**src/rtl/sequenciador_ula.sv**
```systemverilog
// sequenciador_ula: issue/writeback sequencer in front of the ULA.
// Accepts one operation at a time, drives ulaOP/RS/RT into the ULA and captures
// its registered result. Divide-by-zero, illegal opcodes and HI/LO reads are
// resolved locally without ever reaching the ULA.
module sequenciador_ula #(
  parameter int LARG = 32
) (
  input  logic            clock,
  input  logic            reset,
  input  logic            start,
  input  logic [4:0]      op_in,
  input  logic [LARG-1:0] a_in,
  input  logic [LARG-1:0] b_in,
  output logic [4:0]      ulaOP,
  output logic [LARG-1:0] RS,
  output logic [LARG-1:0] RT,
  input  logic [LARG-1:0] saidaULA,
  input  logic [LARG-1:0] saidaHI,
  input  logic [LARG-1:0] saidaLO,
  output logic            busy,
  output logic            done,
  output logic [LARG-1:0] resultado,
  output logic [LARG-1:0] hi,
  output logic [LARG-1:0] lo,
  output logic            erro
);

  localparam logic [1:0] S_IDLE  = 2'd0;
  localparam logic [1:0] S_ISSUE = 2'd1;
  localparam logic [1:0] S_WAIT  = 2'd2;
  localparam logic [1:0] S_DONE  = 2'd3;

  localparam logic [4:0] OP_MUL  = 5'b00010;
  localparam logic [4:0] OP_DIV  = 5'b00011;
  localparam logic [4:0] OP_REM  = 5'b00100;
  localparam logic [4:0] OP_XNOR = 5'b01011;
  localparam logic [4:0] OP_RHI  = 5'b01100;
  localparam logic [4:0] OP_RLO  = 5'b01101;
  localparam logic [4:0] OP_GT   = 5'b01110;
  localparam logic [4:0] OP_PASS = 5'b11111;

  // Codes the ULA itself implements: 00000..01011, greater-than and pass-RT.
  function automatic logic is_fwd(input logic [4:0] op);
    return (op <= OP_XNOR) || (op == OP_GT) || (op == OP_PASS);
  endfunction

  logic [1:0]      state_r, state_s;
  logic [4:0]      ulaop_r, ulaop_s;
  logic [LARG-1:0] rs_r, rs_s, rt_r, rt_s;
  logic [LARG-1:0] res_r, res_s, hi_r, hi_s, lo_r, lo_s;
  logic            erro_r, erro_s, busy_r, busy_s, done_r, done_s;
  logic            accept_s, fwd_s, divzero_s, local_s;

  assign accept_s  = start && ((state_r == S_IDLE) || (state_r == S_DONE));
  assign fwd_s     = is_fwd(op_in);
  assign divzero_s = ((op_in == OP_DIV) || (op_in == OP_REM)) && (b_in == '0);
  assign local_s   = (op_in == OP_RHI) || (op_in == OP_RLO);

  // State register; reset wins over any pending request.
  always_ff @(posedge clock) begin
    if (reset) begin
      state_r <= S_IDLE;
    end else begin
      state_r <= state_s;
    end
  end

  // Next-state logic; DONE accepts a new request exactly like IDLE.
  always_comb begin
    state_s = S_IDLE;
    case (state_r)
      S_IDLE, S_DONE: begin
        if (accept_s) begin
          if (fwd_s && !divzero_s) begin
            state_s = S_ISSUE;
          end else begin
            state_s = S_DONE;
          end
        end else begin
          state_s = S_IDLE;
        end
      end
      S_ISSUE: state_s = S_WAIT;
      S_WAIT:  state_s = S_DONE;
      default: state_s = S_IDLE;
    endcase
  end

  // Next values of every output register; flags follow the next state so that
  // busy/done line up with ISSUE/WAIT and DONE without a combinational path.
  always_comb begin
    ulaop_s = ulaop_r;
    rs_s    = rs_r;
    rt_s    = rt_r;
    res_s   = res_r;
    hi_s    = hi_r;
    lo_s    = lo_r;
    erro_s  = erro_r;
    case (state_r)
      S_IDLE, S_DONE: begin
        if (accept_s) begin
          if (fwd_s && !divzero_s) begin
            ulaop_s = op_in;
            rs_s    = a_in;
            rt_s    = b_in;
          end else if (local_s) begin
            res_s  = (op_in == OP_RHI) ? hi_r : lo_r;
            erro_s = 1'b0;
          end else begin
            res_s  = '0;
            erro_s = 1'b1;
          end
        end else begin
          res_s = res_r;
        end
      end
      S_WAIT: begin
        res_s  = saidaULA;
        erro_s = 1'b0;
        if (ulaop_r == OP_MUL) begin
          hi_s = saidaHI;
          lo_s = saidaLO;
        end else begin
          hi_s = hi_r;
          lo_s = lo_r;
        end
        ulaop_s = OP_PASS;
        rs_s    = '0;
        rt_s    = '0;
      end
      default: begin
        ulaop_s = ulaop_r;
      end
    endcase
    busy_s = (state_s == S_ISSUE) || (state_s == S_WAIT);
    done_s = (state_s == S_DONE);
  end

  // Output registers with their reset values.
  always_ff @(posedge clock) begin
    if (reset) begin
      ulaop_r <= OP_PASS;
      rs_r    <= '0;
      rt_r    <= '0;
      res_r   <= '0;
      hi_r    <= '0;
      lo_r    <= '0;
      erro_r  <= 1'b0;
      busy_r  <= 1'b0;
      done_r  <= 1'b0;
    end else begin
      ulaop_r <= ulaop_s;
      rs_r    <= rs_s;
      rt_r    <= rt_s;
      res_r   <= res_s;
      hi_r    <= hi_s;
      lo_r    <= lo_s;
      erro_r  <= erro_s;
      busy_r  <= busy_s;
      done_r  <= done_s;
    end
  end

  assign ulaOP     = ulaop_r;
  assign RS        = rs_r;
  assign RT        = rt_r;
  assign resultado = res_r;
  assign hi        = hi_r;
  assign lo        = lo_r;
  assign erro      = erro_r;
  assign busy      = busy_r;
  assign done      = done_r;

endmodule

```
**config.mk**
```make
export PLATFORM = sky130hd
export DESIGN_NAME = sequenciador_ula
export DESIGN_NICKNAME = d
export VERILOG_FILES = /design/src/rtl/sequenciador_ula.sv
export SDC_FILE = /design/constraint.sdc
export NUM_CORES = 1
export LEC_CHECK = 0
export BUFFER_PORTS_ARGS = -buffer_cell sky130_fd_sc_hd__buf_2
export CORE_MARGIN = 2
export CORE_UTILIZATION = 42
export DETAILED_ROUTE_END_ITERATION = 12
export PLACE_DENSITY = 0.86
export SLEW_MARGIN = 20
export SYNTH_ARGS = -nofsm -noshare
export SYNTH_HDL_FRONTEND = slang
export SYNTH_SLANG_ARGS = --single-unit
```
**constraint.sdc**
```tcl
create_clock -name clock -period 2.05 [get_ports clock]
set_clock_uncertainty 0.1 [all_clocks]
set_input_delay 0.1025 -clock clock [delete_from_list [all_inputs] [get_ports clock]]
set_output_delay 0.1025 -clock clock [all_outputs]
set_load 0.005 [all_outputs]
```
==> Yosys cells after proc, flatten, opt, wreduce, memory -nomap -nowiden <==
Index checks and enable logic that the tools add are counted.
{ "word_totals": {"regBits": 170, "inputBits": 168, "output_inout_bits": 168, "elab_cells": 65} }
{ "classes": {"magnitude_cmp": 1, "eq_ne": 16, "n_mux": 21, "n_reduce_logical": 17} }
{ "op_table": {"columns": ["operator", "count"], "rows": [
  ["$mux W32", 8],
  ["$pmux W32 S2", 3],
  ["$logic_not A32 Y1", 1],
  ["$eq A5 B4 Y1 const B", 3],
  ["$eq A5 B2 Y1 const B", 2],
  ["$mux W5", 2],
  ["$pmux W5 S2", 1],
  ["$eq A2 B2 Y1 const B", 4],
  ["$logic_or A1 B1 Y1", 6],
  ["$ne A2 B2 Y1 const B", 3],
  ["$pmux W2 S3", 1],
  ["$reduce_and A3 Y1", 2],
  ["$eq A5 B3 Y1 const B", 1],
  ["$eq A5 B5 Y1 const B", 1],
  ["$le A5 B4 Y1 const B", 1],
  ["$eq A2 B1 Y1 const B", 2],
  ["$mux W2", 2],
  ["$logic_and A1 B1 Y1", 3],
  ["$mux W1", 3],
  ["$logic_not A2 Y1", 1],
  ["$pmux W1 S2", 1],
  ["$reduce_and A2 Y1", 1],
  ["$reduce_bool A2 Y1", 1],
  ["$reduce_or A2 Y1", 1],
  ["$logic_not A1 Y1", 1]
]} }

==> Logic depth before layout (Yosys ltp) <==
Gate-level depths: netlist of run 1.
{ "depth": {"ltp_word": 10, "ltp_mapped": 10, "ltp_nobuf": 8} }

==> Worst setup path after synthesis of run 1 <==
Ideal clock, no wire load.
{ "synth_timing": {"path_type": "input -> register", "startpoint": "in op_in[0]", "endpoint": "reg busy_r, in the netlist busy", "setup_time_ps": 128, "arrival_ps": 2016, "t_required_ps": 1822, "setup_slack_ps": -194, "stages": 10, "path_buffers": 3, "path_cell_list": "buf_2 -> or3b_4 -> a2111oi_4 -> and3_1 -> buf_4 -> buf_2 -> nor2_1 -> a21oi_1 -> ha_1 -> nor2b_1"} }
{ "synth_between": {"elab_chain_cells": 10, "elab_cells_between_ends": 17, "cone_classes": "order compare (1); eq/ne (6); mux (3); reduce/logical (7)"} }
{ "synth_rtl": {"columns": ["element", "line", "source"], "rows": [
  ["start: declaration", "11", "input logic [4:0] op_in,"],
  ["parallel branches: the longest is 4 deep, another holds $le A5 B4 Y1", null, null],
  ["$logic_and A1 B1 Y1 *", "74", "if (fwd_s && !divzero_s) begin"],
  ["$mux W2 *", "74", null],
  ["$mux W2 *", "73", "if (accept_s) begin"],
  ["$pmux W2 S3 *", "71", "case (state_r)"],
  ["$eq A2 B1 Y1 / $eq A2 B2 Y1 (equally long branches)", "135", "busy_s = (state_s == S_ISSUE) || (state_s == S_WAIT);"],
  ["$logic_or A1 B1 Y1 *", "135", null],
  ["net busy_s", "51", "logic erro_r, erro_s, busy_r, busy_s, done_r, done_s;"],
  ["end signal: assignment", "159", "busy_r <= busy_s;"],
  ["end: declaration", "51", null]
]} }
Mark *: on every way through the listed nets, which the timed path passes.
A chain may end at the register's enable or synchronous reset.

==> Final worst setup path of run 1 <==
{ "layout_timing": {"startpoint": "in op_in[1]", "endpoint": "reg rs_r[4], in the netlist RS[4]"} }
{ "layout_between": {"elab_chain_cells": 7, "elab_cells_between_ends": 13, "cone_classes": "order compare (1); eq/ne (5); reduce/logical (7)"} }
{ "layout_rtl": {"columns": ["element", "line", "source"], "rows": [
  ["parallel branches: the longest is 4 deep, another holds $le A5 B4 Y1", null, null],
  ["$logic_and A1 B1 Y1 *", "102", "if (fwd_s && !divzero_s) begin"],
  ["$ne A2 B2 Y1 (no line) *", null, null],
  ["$reduce_and A3 Y1 (no line) *", null, null],
  ["end signal: assignment", "153", "rs_r <= rs_s;"],
  ["end: declaration", "49", "logic [LARG-1:0] rs_r, rs_s, rt_r, rt_s;"]
]} }
Every way passes the cells marked *.

==> impl_results.md, run 1 <==
- Final worst slack: -0.0279 ns
- HP Class: input port to register
- Post-Route WL: ~28,000 um
- CTS sink count: 170
- Syn Nets: 922
- Setup crit start kind: input port
- Row Count: 46
- DIE WIDTH: 131 um
- First-pass GRT wire length: 42,700 um
- Final Hold Fails: 0
- Worst Path Max Fanout: 37
- Total GRT Usage: a little under a third
- Drt initial violations: roughly 730
- CTS max path bufs: 2
- Slew at the pin closest to its max-slew limit: 1.12 ns
- Register area: 0.00340 mm2
- Clock transition at path regs: around 0.070 ns
- Vias in the first global route: roughly 8,000
- Yosys cell types: 37
- Layout cells sized above 1: 33.5%
- Register area share after synthesis: around half
- Worst vdd ir: 0.000566 V
- Arr. time, crit path: ~2.3 ns
- DR vias: approximately 8,000
- Status: complete, but fails checks
- Power Dens Cells: around 750 mW/mm2
- Setup CP Type: input port to register
- Final instance area: roughly 0.011 mm2
- Die area: 0.0172 mm2
- Port Buffers: approximately 340
- Initial antenna violation count: 2
- Fin. max-slew vios: 0
- Async SR Flop Fraction: 0%
- Mean post-synth cell area: 9.05 um2
- Layout net count: 1,391
- Failing checks: negative setup slack
- Top Ports: ~340
- Tmin final: 2.08 ns
- Detailed Place HPWL: between 15,000 and 20,000 um
- FILL cells: around 1,100
- Synthesized flop and latch total: between 150 and 200
- Mapped cell area: between 0.006 and 0.007 mm2
- Total core area: approximately 0.016 mm2
- Number of synthesized flops with an enable pin: 0
- Grt ovf: 0
- Die H: around 130 um
- Skew-Pair Late Insertion Delay: between 0.4 and 0.5 ns
- Final setup vio count: 16
- Drt wl/cell: around 19 um
- WP data required: roughly 2.3 ns
- CTS tree: done
- DRC viols: 0
- Gate Count Post-Synth: approximately 750
- Vias per Instance: between 5 and 6
- Detail Route Antenna Nets: 0
- LEAKAGE: around 0.0049 uW
- Crit path capture type: register
- Area growth from synthesis to layout: 62.2%
- Area of the multi-input gates: roughly 0.0031 mm2
- Maximum clock rate: slightly below 0.5 GHz
- Cell Area, Placed: slightly below 0.009 mm2
- DR pass1 iterations: 5
- Slew headroom: 25.5%
- Clk root buf: clkbuf_16
- Starting density of the core: a little over two fifths
- R2r setup slk: approximately 0.08 ns
- Main flop type after synthesis: dfxtp_1
- Synth Warn #: 0
- GPL Wtd Cong: between 0.8 and 0.9
- Largest net degree at the start of global routing: about 100
- Final core occ: between 60% and 70%
- Htree depth: 4
- TritonCTS buffer count: 17
- Max-Cap Viols: 0
- Final critical-path share of the clock period: 101%
## kinds of logic after synthesis
kind of cell | synth area share [%]
AOI/OAI and AO/OA | 27.6
and+or+nand+nor | 11.7
DFF | 50.0
buffers and inverters | 5.48
muxes | 4.85
adders and majority gates | 0.368
## repair_timing
item	4_1_cts	5_1_grt
endpoints found under the hold margin	156	0
hold buffers	156	0
setup endpoints to repair	21	103
gates cloned	0	1
pin swaps	0	1
setup buffers	0	2
resized for setup	1	14
## worst max-delay path: stages
cell and delay [ns]:
buf_2 0.09, buf_4 0.11, dlygate4sd3_1 0.56, inv_1 0.07, nor4_1 0.26, buf_4 0.18, o21ai_4 0.09, o31a_2 0.39
buf_12 0.19, a22o_1 0.22
## cell usage in the layout, fill, tap and decap left out, types with 2 or more instances in the layout
cell type / netlist / routed
inv_8: 0 / 3
nor4_2: 0 / 2
buf_2: 10 / 334
nor2b_1: 3 / 3
nand2b_1: 2 / 2
dlygate4sd3_1: 0 / 156
buf_4: 2 / 20
a22oi_1: 5 / 5
nor4_1: 8 / 6
inv_1: 12 / 12
o211ai_1: 64 / 64
nor2_1: 4 / 3
o31ai_1: 32 / 32
nand2_1: 162 / 162
inv_6: 0 / 3
a21oi_1: 98 / 97
clkinvlp_4: 0 / 3
dfxtp_1: 170 / 170
buf_6: 4 / 4
clkbuf_16: 0 / 17
diode_2: 0 / 3
bufinv_16: 0 / 2
a22o_1: 64 / 64
mux2i_1: 33 / 33
clkbuf_8: 0 / 2
buf_12: 0 / 8
## state kept, by name (all words and copies together), names as in the netlist, 2 cells and up
name and count:
ulaOP 5, RT 32, RS 32, state_r 2, resultado 32, hi 32, lo 32
## power by group
part | switching, uW | internal [uW]
Clock | 1460 | 1900
Combinational | 718 | 662
Sequential | 72.8 | 3430
## per-layer routing
layer | wire [um] | track usage [%] | part of all wire (%) | vias to the layer above
met4 | 1690 | 19.3 | 6.0 | 0
met3 | 2420 | 7.72 | 8.6 | 151
met1 | 10300 | 35.2 | 37 | 3717
li1 | - | - | - | 3660
met5 | 0 | 0 | 0 | -
met2 | 13700 | 52.2 | 49 | 599
## synth_stat cells (all sizes together), types with 2 or more instances
master | count | area [um2]
inv | 12 | 45.0
clkbuf | 54 | 203
nor4b | 2 | 23.8
a21oi | 98 | 490
nor2b | 3 | 18.8
a22o | 64 | 561
mux2i | 33 | 330
nor4 | 8 | 50.1
nand2 | 162 | 608
nand2b | 2 | 12.5
and3 | 3 | 18.8
o31ai | 32 | 240
nor2 | 4 | 15.0
ha | 2 | 25.0
buf | 19 | 121
o21ai | 2 | 10.0
dfxtp | 170 | 3400
o211ai | 64 | 480
a22oi | 5 | 37.5
## path summary, 6_finish.rpt
kind / startpoint / to / cells past startpoint
worst min register to register: hi[31]$_SDFFE_PP0P_ / hi[31]$_SDFFE_PP0P_ / 2
worst max-delay path: op_in[1] / RS[4]$_SDFFE_PP0P_ / 10
worst min-delay path: saidaULA[25] / resultado[25]$_SDFFE_PP0P_ / 5
worst max register to register: state_r[0]$_SDFF_PP0_ / hi[8]$_SDFFE_PP0P_ / 8
## cell type report
cell class,instances,share of cell area (%)
diodes,3,0.0680
clock buffers,19,4.10
clock inverters,13,1.42
inverters,13,0.442
multi-input cells,496,28.1
flip-flops and latches,170,30.8
well taps,216,2.45
repair buffers,523,32.6
## stage by stage
stage	setup TNS [ns]	instances	setup slack (ns)	total power (uW)	hold slack, ns
floorplan	-0.472	752	-0.0153	4110	0.135
finish	-0.149	1453	-0.0279	8240	0.0149
global route	-3.66	1452	-0.0862	8510	0.0371
CTS	-0.0207	1447	-0.0207	8170	0.00169
global placement	-3.49	1259	-0.107	4620	0.218
detailed placement	-7.06	1259	-0.160	4630	0.224
Power figures use the tool's default switching activity.
==> run 2, diff against run 1 <==
- CTS_CLUSTER_DIAMETER: not set -> 120
- SETUP_SLACK_MARGIN: not set -> 0.1
==> run 2 against run 1 <==
Against the previous run: the run now ends clean; die area stayed put; total power increased by 1.3%; cell area rose by 1.3%; maximum frequency grew 7.5%; flip-flop and latch count unchanged.
==> impl_results.md, run 2 (synthesis results as in run 1) <==
- Status: completed
- Layout net count: 1,396
- WL met1: 10,600 um
- CTS max path bufs: 2
- Layout cells sized above 1: about a third
- Drt wl/cell: 20.5 um
- Arr. time, crit path: around 2.1 ns
- Post-Route WL: about 30,000 um
- Grt ovf: 0
- Power Dens Cells: about 750 mW/mm2
- Setup crit start kind: input port
- Htree depth: 4
- Final setup vio count: 0
- DR top layer: met4
- Initial antenna violation count: 3
- TritonCTS buffer count: 17
- P_int: 6120 uW
- Final worst slack: roughly 0.12 ns
- Detailed Place HPWL: roughly 17,000 um
- Crit path capture type: register
- Metal2 WL: ~15,000 um
- Final Hold Fails: 0
- Vias per Instance: between 5 and 6
- HP Class: input port to register
- Total GRT Usage: approximately 32%
- Port Buffers: ~340
- Fin. max-slew vios: 0
- Detail Route Antenna Nets: 0
- R2r setup slk: 0.14 ns
- Final Total Pwr: approximately 8300 uW
- DRC viols: 0
- Die area: between 0.015 and 0.02 mm2
- CP max stage delay: between 0.5 and 0.6 ns
- Sw Ratio: roughly a quarter
- Row Count: 46
- LEAKAGE: 0.00498 uW
- Setup TNS Final: 0 ns
- DR vias: 8,242
- Clk root buf: clkbuf_16
- Most frequent cells in the layout: buf_2 (334), dfxtp_1 (170), nand2_1 (162)
- Final critical-path share of the clock period: 94.3%
- Clock transition at path regs: 0.07 ns
- Area of the multi-input gates: around 0.0032 mm2
- Sw power: about 2200 uW
- Die H: approximately 130 um
- Max-Cap Viols: 0
- Area growth from synthesis to layout: 64.4%
- Final core occ: roughly 70%
- Top Ports: around 340
- Drt initial violations: 592
- Worst vdd ir: between 0.0005 and 0.0006 V
- Met3 wire len: 2550 um
- First-pass GRT wire length: roughly 44,000 um
- Skew-Pair Late Insertion Delay: roughly 0.42 ns
- RSZ-0062 raised after global routing: true
- DIE WIDTH: ~130 um
- Worst Path Max Fanout: between 50 and 60
- Vias in the first global route: a little over 8,000
- Setup CP Type: input port to register
- Commonest non-fill, non-tap cell in the layout: buf_2
- Post-Place Cells: roughly 1,300
- GPL Wtd Cong: about 0.91
- Tmin final: 1.93 ns
- FILL cells: between 1,000 and 1,500
- DR pass1 iterations: 5
- Final non-filler cell total: approximately 1,500
- Place WS: -0.142 ns
- Total core area: approximately 0.016 mm2
- Reg power frac: a little over two fifths
- Slew headroom: a little over two fifths
- CP max-delay cell: dlygate4sd3_1
- CTS tree: done
- Largest net degree at the start of global routing: between 80 and 90
- Starting density of the core: roughly 43%
- Clk pwr share: between 40 and 50%
- Register area: ~0.0034 mm2
- WP data required: approximately 2.3 ns
- Slew at the pin closest to its max-slew limit: 0.858 ns
- Combinational Power Share: approximately 17%
- Critical path, cell by cell: dlygate4sd3_1 > buf_2 > nor4_1 > and3_1 > and3_4 > nor4b_4 > buf_12 > a22o_1
- Maximum clock rate: between 0.5 and 0.6 GHz
- CTS sink count: 170
==> run 2: cell types whose count changed in the layout (fill, tap and decap cells not counted), moves of 2 or more <==
cell and delta:
buf_4 +11, clkbuf_16 +2, clkinv_4 +2, dlygate4sd3_1 -7, a21oi_1 -2, clkinvlp_4 +2, a21oi_2 +2, buf_6 -3
inv_8 -3
==> run 2: area by class of cell <==
class	count	area share, %
timing repair buffer	528	32.9
sequential	170	30.4
multi-input combinational	496	28.2
clock buffer	20	4.08
tap	216	2.42
clock inverter	12	1.45
inverter	13	0.481
antenna	4	0.0894
==> run 2: routing by layer <==
layer,vias to the layer above,global-route usage [%]
li1,3663,-
met1,3890,35.2
met2,551,56.9
met3,138,8.76
met4,0,19.0
met5,-,0
==> run 2: critical path, delay by kind of cell <==
family          cells  cell delay [ns]
buf+inv             3             0.88
simple gates        4             0.84
compound gates      1             0.29
==> run 2: path summary, 6_finish.rpt <==
check | start | end | cells past startpoint
min | saidaULA[0] | resultado[0]$_SDFFE_PP0P_ | 5
max | b_in[3] | RS[12]$_SDFFE_PP0P_ | 8
max reg2reg | state_r[0]$_SDFF_PP0_ | erro$_SDFFE_PP0P_ | 10
min reg2reg | RS[23]$_SDFFE_PP0P_ | RS[23]$_SDFFE_PP0P_ | 1
==> run 2: per-stage QoR <==
step,cell area (um2),hold slack (ns)
2_1_floorplan,6850,0.135
3_5_place_dp,8860,0.226
5_1_grt,11200,0.0303
4_1_cts,11000,0.000430
6_report,11200,0.0139
3_3_place_gp,8860,0.219
==> run 2: what timing repair did <==
action	in CTS	in global routing
endpoints found under the hold margin	148	0
pin swaps	0	6
setup buffers	2	4
setup endpoints to repair	35	141
gates resized for setup	4	13
cloned	1	2
hold buffers	149	0
==> run 2: power groups by stage <==
stage / combinational (uW) / clock, uW / sequential [uW]
floorplan: 549 / 0 / 3570
global placement: 1080 / 0 / 3560
detailed placement: 1100 / 0 / 3560
CTS: 1350 / 3400 / 3490
global route: 1540 / 3540 / 3510
finish: 1450 / 3380 / 3500
==> run 3, diff against run 2 <==
- ABC_AREA: not set -> 1
- CORE_UTILIZATION: 42 -> 43
==> run 3 against run 2 <==
Against the previous run: count of clock-buffer cells in the layout decreased by 1; sequential power increased by 18%; flip-flop and latch count unchanged; worst setup slack got worse by 0.088 ns; clock power increased by 7.7%; first-iteration DRC count increased by 110%; hold slack improved by 0.040 ns; utilization decreased by 0.52 points; non-clock buffer count increased by 2; maximum frequency decreased by 4.4%; critical endpoint is now resultado[13]$_SDFFE_PP0P_.
==> impl_results.md, run 3 <==
- Share of the synthesized area in the top cell type: 45.6%
- CTS sink count: 170
- Mapped cell area: between 0.007 and 0.008 mm2
- Largest cells by area after synthesis: dfxtp_1 (46%), a21oi_1 (11%), nand2_1 (11%)
- Most frequent cells in the layout: buf_2 (334), nand2_1 (206), dfxtp_1 (170)
- Initial antenna violation count: 2
- RSZ-0062 raised after global routing: true
- DIE WIDTH: around 140 um
- Starting density of the core: between 40 and 50%
- Die H: 136 um
- Tmin final: 2.02 ns
- Crit path capture type: register
- Post-Route WL: approximately 33,000 um
- Drt initial violations: 1,227
- First-pass GRT wire length: ~47,000 um
- Gate Count Post-Synth: ~1,100
- Vias per Instance: about 5.6
- Layout cells sized above 1: between 20% and 30%
- Total GRT Usage: between 30% and 40%
- Power Dens Cells: 964 mW/mm2
- Vias in the first global route: ~9,400
- Async SR Flop Fraction: 0%
- Final core occ: 69.9%
- HP Class: input port to register
- Setup crit start kind: register
- Final Total Pwr: 11,500 uW
- GPL Wtd Cong: around 0.83
- DR pass1 iterations: 5
- Clk root buf: clkbuf_16
- Main flop type after synthesis: dfxtp_1
- Port Buffers: roughly 340
- Worst Path Max Fanout: 32
- Skew-Pair Late Insertion Delay: 0.42 ns
- Max-Cap Viols: 0
- Die area: around 0.018 mm2
- Final Hold Fails: 0
- Clock transition at path regs: 0.07 ns
- Largest net degree at the start of global routing: a little over 100
- Htree depth: 4
- LEAKAGE: roughly 0.0057 uW
- Area growth from synthesis to layout: 60.3%
- DR vias: 10,000
- CTS max path bufs: 2
- Slew headroom: 64.5%
- Worst vdd ir: about 0.0006 V
- Detailed Place HPWL: between 15,000 and 20,000 um
- Synth Warn #: 0
- Commonest non-fill, non-tap cell in the layout: buf_2
- Most frequent cells after synthesis: nand2_1 (211), dfxtp_1 (170), a21oi_1 (162), nor2_1 (120), nand3_1 (108)
- Final setup vio count: 0
- Total core area: between 0.015 and 0.02 mm2
- Detail Route Antenna Nets: 0
- Register area share after synthesis: a little under half
- Fin. max-slew vios: 0
- Grt ovf: 0
- Number of synthesized flops with an enable pin: 0
- Row Count: 48
- Layout net count: 1,713
- Final critical-path share of the clock period: about 99%
- Mean post-synth cell area: about 7 um2
- Drt wl/cell: ~19 um
- TritonCTS buffer count: 17
- Maximum clock rate: between 0.4 and 0.5 GHz
- Yosys top cell by area: dfxtp_1
- Setup CP Type: register to register
- Arr. time, crit path: approximately 2.3 ns
- Synthesized flop and latch total: 170
- Status: completed
- Yosys cell types: 25
- Syn Nets: between 1,000 and 1,500
- WP data required: ~2.3 ns
- Top Ports: 336
- Top-count cell post-synth: nand2_1
- DRC viols: 0
- CTS tree: done
- Slew at the pin closest to its max-slew limit: roughly 0.53 ns
[run 3: changes by cell type in the layout (fill, tap and decap cells not counted), sizes merged, moves of 32 or more]
cell / previous run / this run
nand2: 162 / 213
o21ai: 2 / 73
inv: 14 / 109
mux2i: 33 / 0
o211ai: 64 / 32
nand3: 1 / 109
a21oi: 98 / 162
a22o: 64 / 0
nor2: 4 / 122
o31ai: 32 / 0
[run 3: routing by layer]
layer | GRT usage, % | vias up | wire (um)
li1 | - | 4428 | -
met1 | 36.4 | 4532 | 11300
met2 | 53.8 | 832 | 15700
met3 | 9.65 | 228 | 3880
met4 | 21.9 | 0 | 2320
met5 | 0 | - | 0
[run 3: what timing repair did]
| action | 4_1_cts | 5_1_grt |
|---|---|---|
| hold endpoints to repair | 166 | 0 |
| gates resized for setup | 0 | 23 |
| hold buffers | 166 | 0 |
| buffers inserted | 0 | 5 |
| endpoints found under the setup margin | 0 | 98 |
[run 3: cell type report]
type	count	area (um2)
Tap cell	225	282
Inverter	106	398
Timing Repair Buffer	530	3810
Clock buffer	19	453
Fill cell	1205	5150
Multi-Input combinational cell	718	3410
Clock inverter	13	214
Sequential cell	170	3400
Antenna cell	2	5.00
[run 3: final timing paths]
check             depth (start not counted)                          to             startpoint  slack [ns]
hold reg to reg                           2           erro$_SDFFE_PP0P_      erro$_SDFFE_PP0P_        0.36
setup / recovery                          8  resultado[13]$_SDFFE_PP0P_  state_r[0]$_SDFF_PP0_        0.03
setup reg to reg                          8  resultado[13]$_SDFFE_PP0P_  state_r[0]$_SDFF_PP0_        0.03
hold / removal                            4         hi[17]$_SDFFE_PP0P_                  reset        0.05
[run 3: where the power goes]
part | total, uW | internal [uW] | switching, uW
logic | 3780 | 1610 | 2170
registers | 4120 | 3810 | 300
clock network | 3640 | 2250 | 1390
total | 11500 | 7670 | 3860
[run 3: worst max-delay path, cell delays in order (launching register included)]
cell and delay (ns):
dfxtp_1 0.30, inv_1 0.06, ha_4 0.20, nor4_4 0.36
buf_12 0.26, o211ai_1 0.28, nand2_1 0.18, o21ai_0 0.08
nor2_1 0.11
[run 3: cell families (layout without fill, tap and decap cells)]
kind of cell             count (synthesis)  in the layout  synth area share (%)
AND/OR/NAND/NOR                        449            449                  24.9
AO/OA/AOI/OAI                          267            267                  19.0
buffers and inverters                  191            668                  10.2
flip-flops                             170            170                  45.6
adder cells (fa/ha/maj)                  2              2                 0.335
other                                    0              2                     0
[run 3: stage by stage]
stage	hold slack [ns]	cell area, um2	TNS [ns]	cells	worst slack, ns
3_3_place_gp	0.279	9340	0	1571	0.191
3_5_place_dp	0.281	9340	0	1571	0.136
5_1_grt	0.0378	12000	-0.0208	1783	-0.0208
2_1_floorplan	0.119	7470	0	1079	0.174
6_report	0.0541	12000	0	1783	0.0289
4_1_cts	0.00182	11700	0	1769	0.121
